## config.mk

```make
export PLATFORM = sky130hd
export DESIGN_NAME = spi_reg_writer_flat
export DESIGN_NICKNAME = d
export VERILOG_FILES = /design/src/rtl/spi_reg_writer_if.sv /design/src/rtl/spi_reg_writer.sv /design/src/flat_wrapper.sv
export SDC_FILE = /design/constraint.sdc
export NUM_CORES = 1
export LEC_CHECK = 0
export ABC_AREA = 1
export BUFFER_PORTS_ARGS = -buffer_cell sky130_fd_sc_hd__buf_2
export CORE_MARGIN = 4
export CORE_UTILIZATION = 30
export DETAILED_ROUTE_END_ITERATION = 12
export PLACE_DENSITY = 0.54
export SLEW_MARGIN = 25
export SYNTH_ARGS = -nofsm -noshare
export SYNTH_HDL_FRONTEND = slang
export SYNTH_SLANG_ARGS = --single-unit
```

## constraint.sdc

```tcl
create_clock -name clk_in -period 7.2 [get_ports clk_in]
set_input_delay 0.36 -clock clk_in [delete_from_list [all_inputs] [get_ports clk_in]]
set_output_delay 0.36 -clock clk_in [all_outputs]
set_load 0.05 [all_outputs]
```

## src/rtl/spi_reg_writer_if.sv

```systemverilog
// SPI pin and register-write strobe bundle between host/pins and the synth core.
// slave: the SPI target (spi_reg_writer); master: whatever drives the pins and consumes the strobe.
interface spi_reg_writer_if;
    logic        spi_sck_in;
    logic        spi_cs_n_in;
    logic        spi_mosi_in;
    logic        spi_miso_out;
    logic [3:0]  addr_out;
    logic [15:0] data_out;
    logic        data_valid_out;
    logic        frame_err_out;

    modport slave (
        input  spi_sck_in, spi_cs_n_in, spi_mosi_in,
        output spi_miso_out, addr_out, data_out, data_valid_out, frame_err_out
    );

    modport master (
        output spi_sck_in, spi_cs_n_in, spi_mosi_in,
        input  spi_miso_out, addr_out, data_out, data_valid_out, frame_err_out
    );
endinterface

```

## src/rtl/spi_reg_writer.sv

```systemverilog
// SPI mode-0 target turning 24-bit frames into a one-clk addr/data write strobe; no backpressure.
// Strobe 2 clk after the synced 24th sck rise is detected (SYNC_STAGES+3 clk after the pin edge).
module spi_reg_writer #(
    parameter int          SYNC_STAGES  = 2,
    parameter logic [3:0]  WRITE_OPCODE = 4'h8
) (
    input  logic              clk_in,
    input  logic              reset_in,
    spi_reg_writer_if.slave   bus
);
    typedef enum logic [1:0] {IDLE, SHIFT, DONE, WAIT_CS} state_t;

    logic [SYNC_STAGES-1:0] r_sck_sync, r_cs_sync, r_mosi_sync;
    logic r_sck_d, r_cs_d;
    logic r_sck_rise, r_sck_fall, r_cs_rise, r_cs_fall;
    logic w_sck, w_cs_n, w_mosi;

    assign w_sck  = r_sck_sync[SYNC_STAGES-1];
    assign w_cs_n = r_cs_sync[SYNC_STAGES-1];
    assign w_mosi = r_mosi_sync[SYNC_STAGES-1];

    // cs_n chain resets low so a cs_n already low at reset release never looks like a new frame
    always_ff @(posedge clk_in or posedge reset_in) begin
        if (reset_in) begin
            r_sck_sync  <= '0;
            r_cs_sync   <= '0;
            r_mosi_sync <= '0;
            r_sck_d     <= 1'b0;
            r_cs_d      <= 1'b0;
            r_sck_rise  <= 1'b0;
            r_sck_fall  <= 1'b0;
            r_cs_rise   <= 1'b0;
            r_cs_fall   <= 1'b0;
        end else begin
            r_sck_sync  <= {r_sck_sync[SYNC_STAGES-2:0], bus.spi_sck_in};
            r_cs_sync   <= {r_cs_sync[SYNC_STAGES-2:0], bus.spi_cs_n_in};
            r_mosi_sync <= {r_mosi_sync[SYNC_STAGES-2:0], bus.spi_mosi_in};
            r_sck_d     <= w_sck;
            r_cs_d      <= w_cs_n;
            r_sck_rise  <= w_sck & ~r_sck_d;
            r_sck_fall  <= ~w_sck & r_sck_d;
            r_cs_rise   <= w_cs_n & ~r_cs_d;
            r_cs_fall   <= ~w_cs_n & r_cs_d;
        end
    end

    state_t      r_state, w_state;
    logic [4:0]  r_bit_cnt, w_bit_cnt;
    logic [23:0] r_rx_shift, w_rx_shift;
    logic [23:0] r_tx_shift, w_tx_shift;
    logic [23:0] r_last_frame, w_last_frame;
    logic        r_miso, w_miso;
    logic [3:0]  r_addr, w_addr;
    logic [15:0] r_data, w_data;
    logic        r_valid, w_valid;
    logic        r_err, w_err;

    always_ff @(posedge clk_in or posedge reset_in) begin
        if (reset_in) begin
            r_state      <= IDLE;
            r_bit_cnt    <= '0;
            r_rx_shift   <= '0;
            r_tx_shift   <= '0;
            r_last_frame <= '0;
            r_miso       <= 1'b0;
            r_addr       <= '0;
            r_data       <= '0;
            r_valid      <= 1'b0;
            r_err        <= 1'b0;
        end else begin
            r_state      <= w_state;
            r_bit_cnt    <= w_bit_cnt;
            r_rx_shift   <= w_rx_shift;
            r_tx_shift   <= w_tx_shift;
            r_last_frame <= w_last_frame;
            r_miso       <= w_miso;
            r_addr       <= w_addr;
            r_data       <= w_data;
            r_valid      <= w_valid;
            r_err        <= w_err;
        end
    end

    always_comb begin
        w_state      = r_state;
        w_bit_cnt    = r_bit_cnt;
        w_rx_shift   = r_rx_shift;
        w_tx_shift   = r_tx_shift;
        w_last_frame = r_last_frame;
        w_miso       = r_miso;
        w_addr       = r_addr;
        w_data       = r_data;
        w_valid      = 1'b0;
        w_err        = 1'b0;
        case (r_state)
            IDLE: begin
                if (r_cs_fall) begin
                    w_state    = SHIFT;
                    w_bit_cnt  = '0;
                    w_tx_shift = r_last_frame;
                    w_miso     = r_last_frame[23];
                end
            end
            SHIFT: begin
                // cs_n rise takes priority over any sck edge seen in the same clk
                if (r_cs_rise) begin
                    w_err   = 1'b1;
                    w_state = IDLE;
                end else if (r_sck_rise) begin
                    w_rx_shift = {r_rx_shift[22:0], w_mosi};
                    w_bit_cnt  = r_bit_cnt + 5'd1;
                    if (r_bit_cnt == 5'd23) begin
                        w_state = DONE;
                    end
                end else if (r_sck_fall) begin
                    w_tx_shift = {r_tx_shift[22:0], 1'b0};
                    w_miso     = r_tx_shift[22];
                end
            end
            DONE: begin
                if (r_rx_shift[23:20] == WRITE_OPCODE) begin
                    w_addr       = r_rx_shift[19:16];
                    w_data       = r_rx_shift[15:0];
                    w_valid      = 1'b1;
                    w_last_frame = r_rx_shift;
                end else begin
                    w_err = 1'b1;
                end
                w_state = r_cs_rise ? IDLE : WAIT_CS;
            end
            WAIT_CS: begin
                if (r_cs_rise) begin
                    w_state = IDLE;
                end
            end
            default: w_state = IDLE;
        endcase
    end

    assign bus.spi_miso_out   = r_miso;
    assign bus.addr_out       = r_addr;
    assign bus.data_out       = r_data;
    assign bus.data_valid_out = r_valid;
    assign bus.frame_err_out  = r_err;
endmodule

```

## src/flat_wrapper.sv

```systemverilog
// flat-port wrapper written by rule: the top's interface ports become plain ports
module spi_reg_writer_flat 
#(
    parameter int          SYNC_STAGES  = 2,
    parameter logic [3:0]  WRITE_OPCODE = 4'h8
)
  (clk_in, reset_in, bus_spi_sck_in, bus_spi_cs_n_in, bus_spi_mosi_in, bus_spi_miso_out, bus_addr_out, bus_data_out, bus_data_valid_out, bus_frame_err_out);
  spi_reg_writer_if bus_i ();
  input  logic clk_in;
  input  logic reset_in;
  input wire logic [$bits(bus_i.spi_sck_in)-1:0] bus_spi_sck_in;
  input wire logic [$bits(bus_i.spi_cs_n_in)-1:0] bus_spi_cs_n_in;
  input wire logic [$bits(bus_i.spi_mosi_in)-1:0] bus_spi_mosi_in;
  output wire logic [$bits(bus_i.spi_miso_out)-1:0] bus_spi_miso_out;
  output wire logic [$bits(bus_i.addr_out)-1:0] bus_addr_out;
  output wire logic [$bits(bus_i.data_out)-1:0] bus_data_out;
  output wire logic [$bits(bus_i.data_valid_out)-1:0] bus_data_valid_out;
  output wire logic [$bits(bus_i.frame_err_out)-1:0] bus_frame_err_out;
  assign bus_i.spi_sck_in = bus_spi_sck_in;
  assign bus_i.spi_cs_n_in = bus_spi_cs_n_in;
  assign bus_i.spi_mosi_in = bus_spi_mosi_in;
  assign bus_spi_miso_out = bus_i.spi_miso_out;
  assign bus_addr_out = bus_i.addr_out;
  assign bus_data_out = bus_i.data_out;
  assign bus_data_valid_out = bus_i.data_valid_out;
  assign bus_frame_err_out = bus_i.frame_err_out;
  spi_reg_writer #(.SYNC_STAGES(SYNC_STAGES), .WRITE_OPCODE(WRITE_OPCODE)) u_core (.clk_in(clk_in), .reset_in(reset_in), .bus(bus_i));
endmodule
```

==> metrics.yaml, run 1 <==
run_status:
  status: "finished clean"
place:
  preCtsSetupSlack_ns: 4.65
  portBuffers: 27
  dpl.hpwl_um: 4870
  placed_cells: 601
  place_congestion: 0.779
power_and_ir_drop:
  p_int_uw: 1070
  switching_share_pct: 36.9
  p_switching_uw: 626
  p_leak_uw: 0.00216
  powerDensity_nw_per_um2: 382
  p_comb_share_pct: 33.8
  power_frac_clock_pct: 25.4
  p_seq_share_pct: 40.8
  peakVddDrop_mv: 0.135
worst_hold_path:
  min_path_type: "input port to register"
synthesis:
  synthXorXnorAreaFrac_pct: 0
  synth_compound_area_share_pct: 13.1
  synth_top_cell_by_area: "dfrtp_1"
  synth_edf_count: 0
  post_synth_num_cell_types: 23
  seq_area_frac_synth_pct: 57.6
  syn-cell-area_um2: 4040
  avgSynthCellArea_um2: 9.33
  yosys.area_share.simple_pct: 16.7
  ys_warn_count: 0
  synth_top_family_by_area: "simple AND/OR/NAND/NOR gates"
  synth_nets: 444
  synth-seq-cells: 93
  synth_adder_area_share_pct: 1.86
  synth_top_flop_cell: "dfrtp_1"
  synth_top_area_share_pct: 57.6
  synth.top_cells.by_area: "dfrtp_1, nand2_1, o21ai_0, o21ai_1, inv_1"
  syn_inst: 433
  muxShareOfSynthArea_pct: 0
  async_flop_share_pct: 100
global_routing:
  grt_start_max_net_pins: 72
  met1_usage_pct: 14.1
  antenna_found_initial: 0
  globalRoute.totalOverflow: 0
  met2_usage_pct: 16.7
  grt_pass1_vias: 2641
  gr-max-usage-layer: "met2"
  track_usage_pct: 10.7
  met3_usage_pct: 2.68
  grt_pass1_wl_um: 13000
timing:
  fin_crit_ns: 2.55
  rsz0062_at_grt: "no"
  setup_violations: 0
  fin_skew_ns: 0.00371
  tns_ns: 0
  slew_headroom_pct: 39.1
  period_share_pct: 35.3
  clock.fmax_mhz: 393
  final-hold-violation-count: 0
  setup_ws_ns: 4.65
  slew_viol_final: 0
  tightest_slew_ns: 0.913
floorplanning:
  die_w_um: 124
  rows: 42
  die_area_um2: 15400
  start_util_pct: 30.6
  core_um2: 13200
  fp.dieH_um: 124
  io_pins: 28
critical_path:
  worstPathCellList: "inv_1 -> ha_1 -> buf_4 -> inv_2 -> nand2_2 -> nand3_2 -> o21ai_1"
  cp_slowest_stage_delay_ns: 0.66
  worst_ep_arrival_time_ns: 2.77
  required_ns: 7.43
  crit_fanout: 48
  slowest_stage: "nand3_2"
  endpoint_kind: "register"
  crit_type: "register to register"
  worstSetupStartpointType: "register"
cells_and_area:
  antenna_cells: 0
  fin_nets: 448
  stdcell_count: 618
  drive_gt1_share_pct: 19.2
  syn2layout_area_growth_pct: 9.82
  final_cell_mix: "nand2_1, dfrtp_1, o21ai_0, inv_1, o21ai_1"
  layout_commonest_cell: "nand2_1"
  fin_util_pct: 33.6
clocking:
  cts_tree: "built"
  numCtsBuffers: 9
  root_buffer: "clkbuf_16"
  hold_buffers: 1
  cts_resized: 0
  clk_path_buf_depth: 2
  clk_pin_slew_worst_paths_ns: 0.06
  worst_skew_pair.late_latency_ns: 0.33
  htreeDepth: 3
  post_cts_buffers: 0
  cts.sinks: 93
routing:
  drt_wl_total_um: 7320
  vias: 2650
  remaining_drc_errors: 0
  avgRoutedWirePerCell_um: 11.8
  first_pass_iters: 4
  first_iter_violations: 119
  detail-route-antenna-nets: 0
  via_per_inst: 4.29
job:
  maxCapViolCount: 0
[kinds of logic (layout without fill, tap and decap cells)]
| family | Yosys count | after routing |
|---|---|---|
| adders and majority gates | 6 | 6 |
| buffers and inverters | 82 | 91 |
| DFF | 93 | 93 |
| and+or+nand+nor | 153 | 153 |
| AOI/OAI and AO/OA | 99 | 99 |
[power by group through the flow]
stage               clock network, uW  logic, uW  registers [uW]
floorplan                           0        509             697
global placement                    0        565             698
detailed placement                  0        581             701
CTS                               449        585             693
global route                      469        663             704
finish                            431        573             692
[per-layer routing]
metal  part of all wire, %  vias up  wire, um
li1                      -     1362         -
met4                   2.1        0       151
met1                    48     1253      3510
met2                    48       22      3510
met5                     0        -         0
met3                   2.1       13       152
[cells in the mapped netlist (2+ instances only)]
cell type,n
nand3_1,10
buf_2,3
clkbuf_1,10
o21ai_1,33
nand2_2,2
o21ai_0,53
inv_1,42
buf_6,6
nor2_1,16
dfrtp_1,93
ha_1,6
nand2_1,96
o21ai_2,8
a21oi_1,3
buf_4,20
or2_2,25
[final cells by class]
| class | count | area, um^2 |
|---|---|---|
| repair buffers | 32 | 175 |
| flip-flops and latches | 93 | 2330 |
| clock buffers | 12 | 246 |
| well taps | 176 | 220 |
| inverters | 43 | 163 |
| clock inverters | 4 | 23.8 |
| multi-input cells | 258 | 1280 |
| fillers | 1340 | 8750 |
[flip-flops by register name, indices dropped and copies added, names as in the netlist, 2 cells and up]
| signal | cells |
|---|---|
| u_core.r_cs_sync | 2 |
| u_core.r_last_frame | 6 |
| u_core.bus.addr_out | 3 |
| u_core.r_sck_sync | 2 |
| u_core.bus.data_out | 15 |
| u_core.r_state | 2 |
| u_core.r_mosi_sync | 2 |
| u_core.r_tx_shift | 23 |
| u_core.r_rx_shift | 24 |
| u_core.r_bit_cnt | 5 |
[worst max-delay path, delay by kind of cell (launching register included)]
family	cells	cell delay (ns)
AOI/OAI and AO/OA	1	0.41
adders and majority gates	1	0.15
buffers and inverters	3	0.64
DFF	1	0.40
and+or+nand+nor	2	0.80
[worst paths after layout]
path | depth (start not counted) | to | startpoint | slack (ns)
hold reg to reg | 0 | u_core.r_cs_sync[1] | u_core.r_cs_sync[0] | 0.35
hold / removal | 1 | u_core.r_cs_sync[0] | bus_spi_cs_n_in | 0.13
setup reg to reg | 7 | u_core.r_tx_shift[19] | u_core.r_state[1] | 4.65
setup / recovery | 7 | u_core.r_tx_shift[19] | u_core.r_state[1] | 4.65
min in group asynchronous | 3 | u_core.r_cs_sync[0] | reset_in | 0.54
max in group asynchronous | 4 | u_core.r_tx_shift[21] | reset_in | 5.42
[through the flow]
stage | area, um^2 | total power [uW] | hold WS (ns)
2_1_floorplan | 4040 | 1210 | 0.331
4_1_cts | 4440 | 1730 | 0.112
3_3_place_gp | 4160 | 1260 | 0.333
6_report | 4440 | 1700 | 0.127
3_5_place_dp | 4160 | 1280 | 0.339
5_1_grt | 4440 | 1840 | 0.111
(Power assumes the default switching activity.)
==> inputs of run 2 (changes only) <==
==> constraint.sdc (replaced) <==
create_clock -name clk_in -period 2.4 [get_ports clk_in]
set_input_delay 0.12 -clock clk_in [delete_from_list [all_inputs] [get_ports clk_in]]
set_output_delay 0.12 -clock clk_in [all_outputs]
set_load 0.05 [all_outputs]
==> metrics.yaml, run 2 (same netlist as run 1, synthesis figures left out) <==
run_status:
  status: "finished clean"  # unchanged
floorplanning:
  start_util_pct: 30.6  # unchanged
  die_area_um2: 15400  # unchanged
  io_pins: 28  # unchanged
  die_w_um: 124  # unchanged
  core_um2: 13200  # unchanged
  rows: 42  # unchanged
  fp.dieH_um: 124  # unchanged
cells_and_area:
  largest_reg_flops: 24  # unchanged
  largest_register: "u_core.r_rx_shift"  # unchanged
  multiInputGateArea_um2: 1280  # unchanged
  syn2layout_area_growth_pct: 13.5  # was 9.82%
  final_cell_mix: "nand2_1, dfrtp_1, o21ai_0, inv_1, o21ai_1"  # unchanged
  drive_gt1_share_pct: 19.9  # was 19.2%
  stdcell_count: 624  # was 618
  fillers: 1333  # was 1340
  fin_nets: 454  # was 448
  ff_latch_area_um2: 2330  # unchanged
  antenna_cells: 0  # unchanged
  layout_commonest_cell: "nand2_1"  # unchanged
timing:
  clock.fmax_mhz: 537  # was 393 MHz
  rsz0062_at_grt: "no"  # unchanged
  tns_ns: 0  # unchanged
  fin_skew_ns: 0.00398  # was 0.00371 ns
  fin_crit_ns: 1.86  # was 2.55 ns
  slew_headroom_pct: 65.8  # was 39.1%
  period_share_pct: 77.6  # was 35.3%
  setup_violations: 0  # unchanged
  setup_ws_ns: 0.538  # was 4.65 ns
  final-hold-violation-count: 0  # unchanged
  holdWs_ns: 0.348  # was 0.127 ns
  slew_viol_final: 0  # unchanged
  tightest_slew_ns: 0.513  # was 0.913 ns
global_routing:
  globalRoute.totalOverflow: 0  # unchanged
  track_usage_pct: 10.6  # was 10.7%
  grt_start_max_net_pins: 94  # was 72
  grt_pass1_vias: 2575  # was 2641
  grt_pass1_wl_um: 12700  # was 13000 um
  antenna_found_initial: 0  # unchanged
place:
  portBuffers: 27  # unchanged
  preCtsSetupSlack_ns: 0.537  # was 4.65 ns
  dpl.hpwl_um: 4810  # was 4870 um
  place_congestion: 0.720  # was 0.779
  placed_cells: 604  # was 601
routing:
  via_per_inst: 4.29  # about the same
  drt_wl_total_um: 7510  # was 7320 um
  wl_met3_um: 160  # was 152 um
  avgRoutedWirePerCell_um: 12.0  # was 11.8 um
  remaining_drc_errors: 0  # unchanged
  first_iter_violations: 208  # was 119
  detail-route-antenna-nets: 0  # unchanged
  vias: 2676  # was 2650
  first_pass_iters: 5  # was 4
  highest_layer: "met4"  # unchanged
  wl_met2_um: 3680  # was 3510 um
  met1_length_um: 3500  # was 3510 um
clocking:
  clk_pin_slew_worst_paths_ns: 0.06  # about the same
  htreeDepth: 3  # unchanged
  cts.sinks: 93  # unchanged
  root_buffer: "clkbuf_16"  # unchanged
  post_cts_buffers: 0  # unchanged
  worst_skew_pair.late_latency_ns: 0.34  # was 0.33 ns
  numCtsBuffers: 9  # unchanged
  cts_resized: 0  # unchanged
  cts_tree: "built"  # unchanged
  hold_buffers: 4  # was 1
  clk_path_buf_depth: 2  # unchanged
worst_hold_path:
  min_path_type: "register to register"  # was input port to register
critical_path:
  worstSetupStartpointType: "register"  # unchanged
  cp_slowest_stage_delay_ns: 0.45  # was 0.66 ns
  worst_ep_arrival_time_ns: 2.07  # was 2.77 ns
  crit_type: "register to register"  # unchanged
  endpoint_kind: "register"  # unchanged
  crit_fanout: 48  # unchanged
  required_ns: 2.61  # was 7.43 ns
  worstPathCellList: "inv_1 -> ha_1 -> inv_2 -> nor2_2 -> nand2_1 -> buf_4 -> nor2_1 -> a21oi_1"  # was inv_1 -> ha_1 -> buf_4 -> inv_2 -> nand2_2 -> nand3_2 -> o21ai_1
  slowest_stage: "ha_1"  # was nand3_2
job:
  maxCapViolCount: 0  # unchanged
power_and_ir_drop:
  powerDensity_nw_per_um2: 1200  # was 382 nW/um^2
  peakVddDrop_mv: 0.418  # was 0.135 mV
  p_leak_uw: 0.00222  # was 0.00216 uW
run 2: cell types whose count changed in the layout (fill, tap and decap cells not counted), moves of 2 or more:
cell           change
clkinvlp_4         +2
bufinv_16          +3
dlygate4sd3_1      +3
buf_12             +2
clkinv_2           -3
run 2: area by class of cell:
| cell class | instances | area share, % |
|---|---|---|
| repair buffers | 38 | 5.51 |
| flip-flops and latches | 93 | 50.8 |
| multi-input cells | 258 | 27.9 |
| clock inverters | 6 | 2.43 |
| inverters | 43 | 3.60 |
| well taps | 176 | 4.80 |
| clock buffers | 10 | 4.99 |
run 2: per-layer routing:
layer | global-route usage, % | vias up
met1 | 13.4 | 1265
met4 | 5.54 | 0
li1 | - | 1375
met5 | 0 | -
met3 | 1.95 | 13
met2 | 17.4 | 23
run 2: worst max-delay path, delay by kind of cell, from the launching register on:
kind	cells	cell delay, ns
AOI/OAI and AO/OA	1	0.05
adders and majority gates	1	0.45
DFF	1	0.41
buffers and inverters	3	0.50
and+or+nand+nor	3	0.32
run 2: per-stage QoR:
step	power, uW	instance area (um^2)	util [%]
after global placement	3890	4210	31.9
final	5500	4590	34.8
after detailed placement	3930	4210	31.9
after global routing	5920	4590	34.8
after floorplan	3620	4040	-
after CTS	5580	4590	34.8
run 2: worst paths after layout:
check,from,to,slack [ns],cells after the start
max reg2reg,u_core.r_state[1],u_core.r_rx_shift[21],0.54,8
min reg2reg,u_core.r_sck_sync[0],u_core.r_sck_sync[1],0.35,0
min in group asynchronous,reset_in,u_core.bus.data_out[12],0.43,4
max,u_core.r_state[1],u_core.r_rx_shift[21],0.54,8
min,u_core.r_sck_sync[0],u_core.r_sck_sync[1],0.35,0
max in group asynchronous,reset_in,u_core.r_cs_sync[1],1.56,4
run 2: power by group:
| part | switching, uW | internal (uW) |
|---|---|---|
| Clock | 592 | 1020 |
| Combinational | 1150 | 669 |
| Sequential | 181 | 1890 |
==> inputs of run 3 (changes only) <==
--- a/config.mk
+++ b/config.mk
@@ -5,12 +5,12 @@
 export SDC_FILE = /design/constraint.sdc
 export NUM_CORES = 1
 export LEC_CHECK = 0
-export ABC_AREA = 1
+export ABC_AREA = 0
 export BUFFER_PORTS_ARGS = -buffer_cell sky130_fd_sc_hd__buf_2
 export CORE_MARGIN = 4
 export CORE_UTILIZATION = 30
 export DETAILED_ROUTE_END_ITERATION = 12
-export PLACE_DENSITY = 0.54
+export PLACE_DENSITY = 0.56
 export SLEW_MARGIN = 25
 export SYNTH_ARGS = -nofsm -noshare
 export SYNTH_HDL_FRONTEND = slang
==> constraint.sdc (replaced) <==
create_clock -name clk_in -period 1.63 [get_ports clk_in]
set_input_delay 0.0815 -clock clk_in [delete_from_list [all_inputs] [get_ports clk_in]]
set_output_delay 0.0815 -clock clk_in [all_outputs]
set_load 0.05 [all_outputs]
==> metrics.yaml, run 3 <==
run_status:
  status: "finished clean"  # unchanged
synthesis:
  synth_top_area_share_pct: 59.3  # was 57.6%
  seq_area_frac_synth_pct: 59.3  # was 57.6%
  synth_top_flop_cell: "dfrtp_1"  # unchanged
  synth_common_cells: "dfrtp_1, mux2_2, nor2_1"  # was nand2_1, dfrtp_1, o21ai_0
  post-synth-top-count-cell: "dfrtp_1"  # was nand2_1
  syn_inst: 305  # was 433
  synth.top_cells.by_area: "dfrtp_1, mux2_2, mux2i_1, buf_4, a21oi_1"  # was dfrtp_1, nand2_1, o21ai_0, o21ai_1, inv_1
  synth_top_cell_by_area: "dfrtp_1"  # unchanged
  syn-cell-area_um2: 3930  # was 4040 um^2
  synth_edf_count: 0  # unchanged
  async_flop_share_pct: 100  # unchanged
  synth_nets: 316  # was 444
  ys_warn_count: 0  # unchanged
  synth-seq-cells: 93  # unchanged
  avgSynthCellArea_um2: 12.9  # was 9.33 um^2
  post_synth_num_cell_types: 28  # was 23
routing:
  via_per_inst: 4.43  # was 4.29
  remaining_drc_errors: 0  # unchanged
  first_pass_iters: 4  # was 5
  drt_wl_total_um: 7390  # was 7510 um
  first_iter_violations: 108  # was 208
  vias: 2334  # was 2676
  detail-route-antenna-nets: 0  # unchanged
  avgRoutedWirePerCell_um: 14.0  # was 12.0 um
timing:
  fin_crit_ns: 1.62  # was 1.86 ns
  final-hold-violation-count: 0  # unchanged
  slew_headroom_pct: 66.1  # was 65.8%
  clock.fmax_mhz: 619  # was 537 MHz
  rsz0062_at_grt: "yes"  # was no
  fin_skew_ns: 0.00577  # was 0.00398 ns
  tightest_slew_ns: 0.507  # was 0.513 ns
  period_share_pct: 99.1  # was 77.6%
  tns_ns: 0  # unchanged
  setup_violations: 0  # unchanged
  slew_viol_final: 0  # unchanged
power_and_ir_drop:
  peakVddDrop_mv: 0.694  # was 0.418 mV
  p_leak_uw: 0.00240  # was 0.00222 uW
  powerDensity_nw_per_um2: 1670  # was 1200 nW/um^2
cells_and_area:
  drive_gt1_share_pct: 45.1  # was 19.9%
  multiInputGateArea_um2: 1550  # was 1280 um^2
  fillers: 1250  # was 1333
  ff_latch_area_um2: 2330  # about the same
  design_area_um2: 5020  # was 4590 um^2
  final_cell_mix: "dfrtp_1, mux2_2, buf_2, mux2i_1, a21oi_1"  # was nand2_1, dfrtp_1, o21ai_0, inv_1, o21ai_1
  syn2layout_area_growth_pct: 27.8  # was 13.5%
  largest_reg_flops: 24  # unchanged
  fin_nets: 361  # was 454
  layout_commonest_cell: "dfrtp_1"  # was nand2_1
  largest_register: "u_core.r_rx_shift"  # unchanged
  antenna_cells: 0  # unchanged
place:
  dpl.hpwl_um: 4530  # was 4810 um
  portBuffers: 27  # unchanged
  placed_area_um2: 4240  # was 4210 um^2
  place_congestion: 0.712  # was 0.720
job:
  maxCapViolCount: 0  # unchanged
global_routing:
  globalRoute.totalOverflow: 0  # unchanged
  antenna_found_initial: 0  # unchanged
  grt_pass1_wl_um: 12400  # was 12700 um
  track_usage_pct: 10.6  # about the same
  grt_start_max_net_pins: 46  # was 94
  grt_pass1_vias: 2388  # was 2575
critical_path:
  slowest_stage: "dfrtp_1"  # was ha_1
  crit_buf_inv: 3  # unchanged
  crit_fanout: 5  # was 48
  crit_type: "register to register"  # unchanged
  endpoint_kind: "register"  # unchanged
  cp_slowest_stage_delay_ns: 0.40  # was 0.45 ns
  worst_ep_arrival_time_ns: 1.84  # was 2.07 ns
  crit-reg2reg-launch: "u_core.r_state[1]"  # unchanged
  reg2regPathDepth: 8  # unchanged
  timing.rr.end: "u_core.r_tx_shift[1]"  # was u_core.r_rx_shift[21]
  crit_family: "buffers and inverters"  # unchanged
  worstPathCellList: "inv_2 -> ha_4 -> mux2i_4 -> buf_12 -> a21oi_4 -> buf_6 -> nor2_1 -> a21oi_1"  # was inv_1 -> ha_1 -> inv_2 -> nor2_2 -> nand2_1 -> buf_4 -> nor2_1 -> a21oi_1
  worstSetupStartpointType: "register"  # unchanged
  rrSetupSlack_ns: 0.01  # was 0.54 ns
  required_ns: 1.85  # was 2.61 ns
floorplanning:
  io_pins: 28  # unchanged
  rows: 41  # was 42
  die_area_um2: 15000  # was 15400 um^2
  die_w_um: 122  # was 124 um
  start_util_pct: 30.9  # was 30.6%
  core_um2: 12700  # was 13200 um^2
  fp.dieH_um: 122  # was 124 um
clocking:
  cts_tree: "built"  # unchanged
  clk_pin_slew_worst_paths_ns: 0.07  # was 0.06 ns
  clk_path_buf_depth: 2  # unchanged
  numCtsBuffers: 9  # unchanged
  cts.sinks: 93  # unchanged
  worst_skew_pair.late_latency_ns: 0.34  # about the same
  root_buffer: "clkbuf_16"  # unchanged
  htreeDepth: 3  # unchanged
worst_hold_path:
  min_path_type: "input port to asynchronous set/reset pin"  # was register to register
-- run 3: cell count changes in the layout (fill, tap and decap cells not counted), sizes merged, moves of 7 or more --
cell,change
a21oi,+27
buf,+26
inv,-33
mux2,+44
mux2i,+26
nand2,-89
nand3,-7
nor2,+10
o21ai,-89
or2,-25
-- run 3: how the worst max path moves through the flow --
stage	startpoint	to	slack (ns)	cells past startpoint
after global routing	u_core.r_state[1]	u_core.r_bit_cnt[0]	-0.04	7
after global placement	u_core.r_state[0]	u_core.r_tx_shift[0]	-0.33	6
after floorplan	u_core.r_state[0]	u_core.bus.spi_miso_out	0.03	7
after CTS	u_core.r_state[1]	u_core.r_rx_shift[9]	-0.0004	7
final	u_core.r_state[1]	u_core.r_tx_shift[1]	0.01	8
after detailed placement	u_core.r_state[0]	u_core.r_tx_shift[0]	-0.40	5
-- run 3: cell families after synthesis --
family	count (synthesis)	synth area share (%)
buffers and inverters	41	7.04
and+or+nand+nor	56	6.95
muxes	70	19.2
adders and majority gates	6	1.91
xor gates and xnor gates	2	0.446
AOI/OAI and AO/OA	37	5.16
DFF	93	59.3
-- run 3: power by group --
| part | leakage [uW] | total [uW] | switching, uW | internal (uW) |
|---|---|---|---|---|
| registers | 0.00121 | 3120 | 341 | 2780 |
| clock network | 0.000149 | 2150 | 912 | 1240 |
| logic | 0.00104 | 3100 | 1530 | 1570 |
| total | 0.00240 | 8380 | 2780 | 5600 |
-- run 3: routing by layer --
| metal | up-vias | share of wire [%] | global-route usage [%] |
|---|---|---|---|
| li1 | 1117 | - | - |
| met1 | 1171 | 48 | 14.3 |
| met2 | 34 | 47 | 16.4 |
| met3 | 12 | 2.9 | 2.63 |
| met4 | 0 | 1.8 | 4.69 |
| met5 | - | 0 | 0 |
-- run 3: layout make-up --
class,instances,share of cell area [%]
Timing Repair Buffer,64,11.6
Sequential cell,93,46.4
Clock inverter,6,1.37
Multi-Input combinational cell,174,30.9
Tap cell,172,4.29
Clock buffer,10,4.76
Inverter,8,0.673
-- run 3: worst register-to-register path, stage by stage (launching register included) --
cell and delay, ns:
dfrtp_1 0.40, inv_2 0.13, ha_4 0.17, mux2i_4 0.33, buf_12 0.16, a21oi_4 0.04, buf_6 0.14, nor2_1 0.09
a21oi_1 0.04
-- run 3: timing repair --
item / 4_1_cts / 5_1_grt
endpoints found under the hold margin: 22 / 0
setup endpoints to repair: 50 / 62
gates cloned: 4 / 0
hold buffers: 4 / 0
pin swaps: 2 / 5
gates resized for setup: 26 / 38
buffers inserted: 8 / 6
-- run 3: through the flow --
step | power (uW) | std cells | util, % | hold WS, ns | worst slack (ns)
2_1_floorplan | 4630 | 305 | - | 0.113 | 0.0294
3_3_place_gp | 5000 | 489 | 33.3 | 0.137 | -0.329
3_5_place_dp | 5080 | 489 | 33.3 | 0.145 | -0.398
4_1_cts | 7880 | 521 | 38.0 | 0.327 | -0.000440
5_1_grt | 8900 | 527 | 39.4 | 0.357 | -0.0404
6_report | 8380 | 527 | 39.4 | 0.317 | 0.0149
